File: src/rtl/fetch_pkg.sv
// Shared types and constants for the instruction-fetch sequencer.
// State encoding is also what the debug state output reports.
package fetch_pkg;

    localparam int PC_W  = 16;
    localparam int CNT_W = 3;

    localparam logic [15:0] NOP_INSTR = 16'd0;

    typedef enum logic [1:0] {
        S_IDLE  = 2'd0,
        S_RUN   = 2'd1,
        S_FLUSH = 2'd2,
        S_HALT  = 2'd3
    } fetch_state_t;

endpackage

File: src/rtl/flush_counter.sv
// Bubble counter for redirect flushes: load / decrement / zero flag.
// Load has priority over decrement; the count saturates at zero.
module flush_counter
    import fetch_pkg::*;
(
    input  logic             clk,
    input  logic             resetn,
    input  logic             load,
    input  logic [CNT_W-1:0] load_val,
    input  logic             dec,
    output logic             zero
);

    logic [CNT_W-1:0] count;

    always_ff @(posedge clk or negedge resetn) begin
        if (!resetn) begin
            count <= '0;
        end else if (load) begin
            count <= load_val;
        end else if (dec && (count != '0)) begin
            count <= count - CNT_W'(1);
        end
    end

    assign zero = (count == '0);

endmodule

File: src/rtl/fetch_sequencer.sv
// Fetch sequencer: owns the PC and drives the synchronous instr_mem read port.
// Address is combinational from the PC register; valid lags the issued read by one cycle.
module fetch_sequencer
    import fetch_pkg::*;
#(
    parameter int              PC_W         = fetch_pkg::PC_W,
    parameter int              ADDR_W       = 4,
    parameter logic [PC_W-1:0] RESET_PC     = '0,
    parameter int              FLUSH_CYCLES = 2
) (
    input  logic              clk,
    input  logic              resetn,
    input  logic              stall_i,
    input  logic              redirect_i,
    input  logic [PC_W-1:0]   redirect_pc_i,
    input  logic              halt_i,
    input  logic              resume_i,
    output logic [ADDR_W-1:0] imem_addr_o,
    output logic              imem_rd_o,
    output logic [PC_W-1:0]   pc_o,
    output logic              if_valid_o,
    output logic              flush_o,
    output logic [1:0]        state_o
);

    generate
        if (FLUSH_CYCLES < 1 || FLUSH_CYCLES > 7) begin : g_bad_flush_cycles
            $error("FLUSH_CYCLES must be in 1..7");
        end
        if (ADDR_W < 1 || ADDR_W > PC_W) begin : g_bad_addr_w
            $error("ADDR_W must be in 1..PC_W");
        end
    endgenerate

    fetch_state_t    state, state_nxt;
    logic [PC_W-1:0] pc, pc_nxt;
    logic            if_valid, valid_nxt;
    logic            rd, flush, hold_valid;
    logic            take_redirect;
    logic            cnt_load, cnt_dec, cnt_zero;

    flush_counter u_flush_counter (
        .clk      (clk),
        .resetn   (resetn),
        .load     (cnt_load),
        .load_val (CNT_W'(FLUSH_CYCLES - 1)),
        .dec      (cnt_dec),
        .zero     (cnt_zero)
    );

    assign take_redirect = redirect_i && (state != S_IDLE);

    always_comb begin
        state_nxt  = state;
        pc_nxt     = pc;
        rd         = 1'b0;
        flush      = 1'b0;
        hold_valid = 1'b0;
        cnt_load   = 1'b0;
        cnt_dec    = 1'b0;

        case (state)
            S_IDLE: begin
                state_nxt = S_RUN;
            end
            S_RUN: begin
                rd = 1'b1;
                if (halt_i && !take_redirect) begin
                    state_nxt = S_HALT;
                end else if (stall_i && !take_redirect) begin
                    hold_valid = 1'b1;
                end else if (!take_redirect) begin
                    pc_nxt = pc + PC_W'(1);
                end
            end
            S_FLUSH: begin
                // Stall and halt are deliberately ignored while bubbles drain.
                rd    = 1'b1;
                flush = 1'b1;
                if (!take_redirect) begin
                    pc_nxt = pc + PC_W'(1);
                    if (cnt_zero) begin
                        state_nxt = S_RUN;
                    end else begin
                        cnt_dec = 1'b1;
                    end
                end
            end
            S_HALT: begin
                if (resume_i && !take_redirect) begin
                    state_nxt = S_RUN;
                end
            end
            default: begin
                state_nxt = S_IDLE;
            end
        endcase

        if (take_redirect) begin
            flush     = 1'b1;
            pc_nxt    = redirect_pc_i;
            cnt_load  = 1'b1;
            state_nxt = S_FLUSH;
        end

        valid_nxt = hold_valid ? if_valid : (rd && !flush && (state != S_HALT));
    end

    always_ff @(posedge clk or negedge resetn) begin
        if (!resetn) begin
            state    <= S_IDLE;
            pc       <= RESET_PC;
            if_valid <= 1'b0;
        end else begin
            state    <= state_nxt;
            pc       <= pc_nxt;
            if_valid <= valid_nxt;
        end
    end

    assign imem_addr_o = pc[ADDR_W-1:0];
    assign imem_rd_o   = rd;
    assign pc_o        = pc;
    assign if_valid_o  = if_valid;
    assign flush_o     = flush;
    assign state_o     = state;

endmodule

File: config.mk
export PLATFORM = sky130hd
export DESIGN_NAME = fetch_sequencer
export DESIGN_NICKNAME = d
export VERILOG_FILES = /design/src/rtl/fetch_pkg.sv /design/src/rtl/flush_counter.sv /design/src/rtl/fetch_sequencer.sv
export SDC_FILE = /design/constraint.sdc
export NUM_CORES = 1
export LEC_CHECK = 0
export BUFFER_PORTS_ARGS = -buffer_cell sky130_fd_sc_hd__buf_2
export CORE_UTILIZATION = 27
export CTS_BUF_LIST = sky130_fd_sc_hd__clkbuf_2
export CTS_CLUSTER_SIZE = 28
export DETAILED_ROUTE_END_ITERATION = 10
export MAX_ROUTING_LAYER = met4
export PLACE_DENSITY = 0.52
export SLEW_MARGIN = 40
export SYNTH_ARGS = -nofsm -noshare
export SYNTH_HDL_FRONTEND = slang
export SYNTH_SLANG_ARGS = --single-unit
File: constraint.sdc
create_clock -name clk -period 1.7 [get_ports clk]
set_input_delay 0.255 -clock clk [delete_from_list [all_inputs] [get_ports clk]]
set_output_delay 0.255 -clock clk [all_outputs]
set_load 0.005 [all_outputs]
==> results.toml, run 1 <==
[outcome]
outcome = "finished, final reports clean"

[logic_synthesis]
syn_area_um2 = 1560
synth.avg_cell_area_um2 = 9.33
syn_inst = 167
seq_area_frac_synth = 0.353
synthArstFlopShare = 1.00
synth_nets = 196
ys_top_cells_by_count = "dfrtp_1, nand2_1, a2bb2oi_1"
yosysWarnings = 0
synthFlopType = "dfrtp_1"
synth_edf_count = 0
yosysUniqueCellTypes = 47
synth_most_common_cell = "dfrtp_1"
synth_top_area_cell = "dfrtp_1"
synth_seq_cells = 22
synth_area_leaders = "dfrtp_1, ha_1, a2bb2oi_1"
synth_top_area_share = 0.353

[floorplan]
io_pins = 47
dieArea_um2 = 6080
start_util = 0.281
die_h_um = 78.0
num_rows = 27
die_width_um = 78.0
fp.coreArea_um2 = 5540

[placed_design]
place_area_um2 = 1930
place_ws_ps = 28.4
gp_congestion = 0.864
io_buffer_count = 46
dp_cells = 287
hpwlAfterDp_mm = 3.13

[detailed_routing]
vias = 1490
vias_per_cell = 5.07
routed_wl_mm = 4.27
drt_first_pass_iters = 4
drt-wirelength-per-cell_um = 14.5
drc_errors = 0
drtIter0Drc = 58
ant_nets = 0

[setup_path]
reg2reg_depth = 7
path_cells = "buf_4, mux2_4, buf_6"
r2r_slack_ps = 60
start_kind = "flop"
crit_end = "flush_o"
r2r_start = "state_o[0]"
crit_fanout = 4
r2r-end = "pc_o[9]"
cp-end-kind = "output port"
arrival_ps = 1410
critPathKind = "reg -> out"
critPathSlowestCell = "dfrtp_2"
crit_path_start = "state_o[0]"
slowest_delay_ps = 470
cp.required_ps = 1440

[timing]
tns_ps = 0
slew_violations = 0
setup_ws_ps = 32.8
finalCritPeriodShare = 0.981
slew_headroom = 0.658
hold_viol = 0
whs_ps = 120
max_freq_ghz = 0.600
fin_crit_ps = 1670
worstMarginPinSlew_ps = 512
finalSetupViolCount = 0
rsz0062_at_grt = "true"
clock_skew_ps = 14.7

[cts]
root_buffer = "clkbuf_2"
clock_sinks = 22
htreeDepth = 1
cts_tree = "yes"
clockBufferDepth = 2
clkLatencyLatePin_ps = 360
cts_made_buffers = 3
path_clk_slew_ps = 230

[grt]
grt_use_total = 0.149
grt_pass1_wl_mm = 6.95
grt.met1_usage = 0.198
grt_max_degree = 23
grt_pass1_vias = 1442
antenna_found_initial = 0
gr-total-overflow = 0
globalRouteMet3Util = 0.0224
grt_busiest_layer = "met2"
grt_util_met2 = 0.231

[finish]
final_util = 0.377
fin_area_um2 = 2090
final_cells = 294
area_growth_pct = 34.0
num_antenna_cells = 0
drive_above_1_share = 0.446
nets = 252
fillerInstances = 598

[pwr]
finalPower_mw = 3.79
powerDensity_nw_per_um2 = 1820
power_leakage_nw = 0.921
ir_drop_mv = 0.609

[min_path]
hold_class = "in -> reg"

[job]
max_cap_violations = 0
per-layer routing:
metal / vias to the layer above / part of all wire / wire length [µm]
li1: 735 / - / -
met4: 0 / 0.013 / 55
met2: 38 / 0.45 / 1930
met3: 4 / 0.038 / 164
met1: 713 / 0.50 / 2120
met5: - / 0 / 0
power breakdown:
group	leakage [nW]	switching, mW	internal (mW)	total, mW
Clock	0.0266	0.188	0.202	0.390
Sequential	0.250	0.263	0.773	1.04
Combinational	0.645	1.18	1.19	2.36
Total	0.921	1.63	2.16	3.79
state kept, by name, summed over array words and instances (netlist names):
signal / count
u_flush_counter.count: 3
if_valid_o: 1
pc_o: 16
state_o: 2
worst max-delay path: cells and delay by family (launching register included):
family,cells,cell delay [ps]
buffers and inverters,2,270
DFF,1,470
muxes,1,330
layout by cell type, fill, tap and decap left out, types with 4 or more instances in the layout:
master / netlist / layout
a2bb2oi_1: 9 / 8
nor3_2: 0 / 5
dfrtp_1: 22 / 20
a31oi_1: 5 / 5
nor2b_1: 4 / 4
nand4_1: 6 / 6
ha_1: 7 / 6
nand2_1: 12 / 12
o22ai_1: 6 / 5
o21ai_0: 6 / 6
buf_2: 6 / 45
a21oi_1: 7 / 7
nand3_1: 6 / 6
a41oi_1: 4 / 4
inv_1: 8 / 8
buf_4: 6 / 19
nor2_1: 6 / 6
kinds of logic (layout without fill, tap and decap cells):
family,count (synthesis),after routing,share of synthesized area
compound gates,52,52,0.249
xor+xnor,1,1,0.00562
fa+ha+maj,7,7,0.0562
buf+inv,26,81,0.108
flops,22,22,0.353
mux,2,2,0.0169
simple gates,57,57,0.210
worst min path at each step:
stage / from / slack [ps] / cells after the start / to
floorplan: resetn / -40 / 0 / if_valid_o
global placement: resetn / 270 / 1 / if_valid_o
detailed placement: resetn / 270 / 1 / if_valid_o
CTS: redirect_pc_i[1] / 110 / 3 / pc_o[1]
global route: redirect_pc_i[1] / 110 / 3 / pc_o[1]
finish: redirect_pc_i[1] / 120 / 3 / pc_o[1]
timing repair:
item | 4_1_cts | 5_1_grt
hold buffers | 1 | 0
endpoints found under the hold margin | 22 | 0
setup endpoints to repair | 1 | 19
resized for setup | 0 | 18
buffers inserted | 0 | 2
pin swaps | 0 | 5
final cells by class:
class	count	area, µm²	share of cell area
flip-flops and latches	22	553	0.265
inverters	8	30.0	0.0144
clock inverters	1	30.0	0.0144
multi-input cells	119	920	0.441
repair buffers	69	449	0.215
clock buffers	3	15.0	0.00719
well taps	72	90.1	0.0432
Power figures use the tool's default switching activity.
==> inputs of run 2 (changes only) <==
==> constraint.sdc (replaced) <==
create_clock -name clk -period 1.7 [get_ports clk]
set_input_delay 0.255 -clock clk [delete_from_list [all_inputs] [get_ports clk]]
set_output_delay 0.255 -clock clk [all_outputs]
set_load 0.01 [all_outputs]
==> run 2 against run 1 <==
Core utilization fell by 0.41 points. Via count up 1.3%. Design area decreased by 1.1%. Register-to-register slack gained 20 ps. Clock skew is 5.2 ps lower. Clock power down 43%. Wire length rose by 1.8%. Non-clock buffer count shrank 2. Sequential power about the same. Largest cell class unchanged.
==> results.toml, run 2 (synthesis results as in run 1) <==
[grt]
grt_max_degree = 23
grt_use_total = 0.155
gr-total-overflow = 0
antenna_found_initial = 0
grt_pass1_wl_mm = 7.16
grt_pass1_vias = 1471

[timing]
slew_headroom = 0.649
finalSetupViolCount = 0
max_freq_ghz = 0.613
whs_ps = 139
rsz0062_at_grt = "true"
finalCritPeriodShare = 0.960
slew_violations = 0
worstMarginPinSlew_ps = 527
fin_crit_ps = 1630
clock_skew_ps = 9.44
hold_viol = 0

[finish]
drive_above_1_share = 0.459
final_cell_mix = "buf_2, dfrtp_1, buf_4"
num_antenna_cells = 0
largest_reg_flops = 16
nets = 250
fin_area_um2 = 2060
multi_input_area_um2 = 938
final_util = 0.373
regArea_um2 = 554
final_common_cell = "buf_2"
area_growth_pct = 32.5
fillerInstances = 598

[placed_design]
io_buffer_count = 46
hpwlAfterDp_mm = 3.13
gp_congestion = 0.837
place_area_um2 = 1910

[floorplan]
die_h_um = 78.0
num_rows = 27
die_width_um = 78.0
start_util = 0.281
dieArea_um2 = 6080
fp.coreArea_um2 = 5540
io_pins = 47

[detailed_routing]
drt-wirelength-per-cell_um = 14.9
drc_errors = 0
vias = 1510
drt_first_pass_iters = 4
vias_per_cell = 5.17
drtIter0Drc = 64
ant_nets = 0
routed_wl_mm = 4.34

[cts]
cts_made_buffers = 3
clockBufferDepth = 2
clkLatencyLatePin_ps = 340
cts_tree = "yes"
clock_sinks = 22
root_buffer = "clkbuf_2"
htreeDepth = 1
path_clk_slew_ps = 210

[setup_path]
start_kind = "flop"
arrival_ps = 1380
crit_fanout = 4
cp-end-kind = "output port"
r2r_slack_ps = 80
critPathKind = "reg -> out"
cp.required_ps = 1440

[job]
max_cap_violations = 0

[pwr]
p_sw_mw = 1.75
p_int_mw = 2.03
clockPowerShare = 0.058
ir_drop_mv = 0.512
power_frac_comb = 0.666
switching_share = 0.463
powerDensity_nw_per_um2 = 1830
power_leakage_nw = 0.897
power_frac_seq = 0.275

[outcome]
outcome = "finished, final reports clean"

[min_path]
hold_class = "in -> reg"
-- run 2: power by group through the flow --
stage          sequential (mW)  combinational (mW)  clock (mW)
5_1_grt                   1.10                2.79       0.270
6_report                  1.04                2.52       0.221
3_3_place_gp              1.04                2.32           0
2_1_floorplan             1.13                1.50           0
4_1_cts                   1.04                2.35       0.242
3_5_place_dp              1.05                2.32           0
-- run 2: through the flow --
stage	setup WS (ps)	power (mW)	setup TNS, ps	cells
CTS	9.03	3.63	0	291
finish	67.6	3.79	0	292
detailed placement	16.6	3.37	0	286
global placement	21.0	3.36	0	286
floorplan	11.2	2.62	0	167
global route	-54.0	4.15	-284	292
-- run 2: worst max-delay path: stages (launching register included) --
cell	delay [ps]
dfrtp_2	460
buf_6	120
mux2_4	330
buf_6	130
-- run 2: area by class of cell --
cell class                      instances  area share
Clock buffer                            3     0.00727
Clock inverter                          1     0.00182
Inverter                                8      0.0145
Timing Repair Buffer                   67       0.210
Sequential cell                        22       0.268
Multi-Input combinational cell        119       0.455
Tap cell                               72      0.0436
-- run 2: path summary, 6_finish.rpt --
| kind | startpoint | endpoint | cells after the start |
|---|---|---|---|
| max | state_o[0] | flush_o | 3 |
| min | redirect_pc_i[1] | pc_o[1] | 3 |
| max reg2reg | state_o[0] | pc_o[15] | 7 |
| min reg2reg | if_valid_o | if_valid_o | 1 |
| max in group asynchronous | resetn | pc_o[1] | 2 |
| min in group asynchronous | resetn | pc_o[10] | 2 |
-- run 2: layer usage --
layer,vias to the layer above,share of wire,track usage
li1,736,-,-
met1,729,0.50,0.207
met2,39,0.45,0.234
met3,6,0.035,0.0212
met4,0,0.012,0.0667
met5,-,0,-
-- run 2: repair_timing --
| action | CTS | global route |
|---|---|---|
| pin swaps | 0 | 5 |
| resized for setup | 2 | 25 |
| hold buffers | 1 | 0 |
| buffers inserted | 0 | 1 |
| setup endpoints to repair | 1 | 16 |
| endpoints found under the hold margin | 22 | 0 |
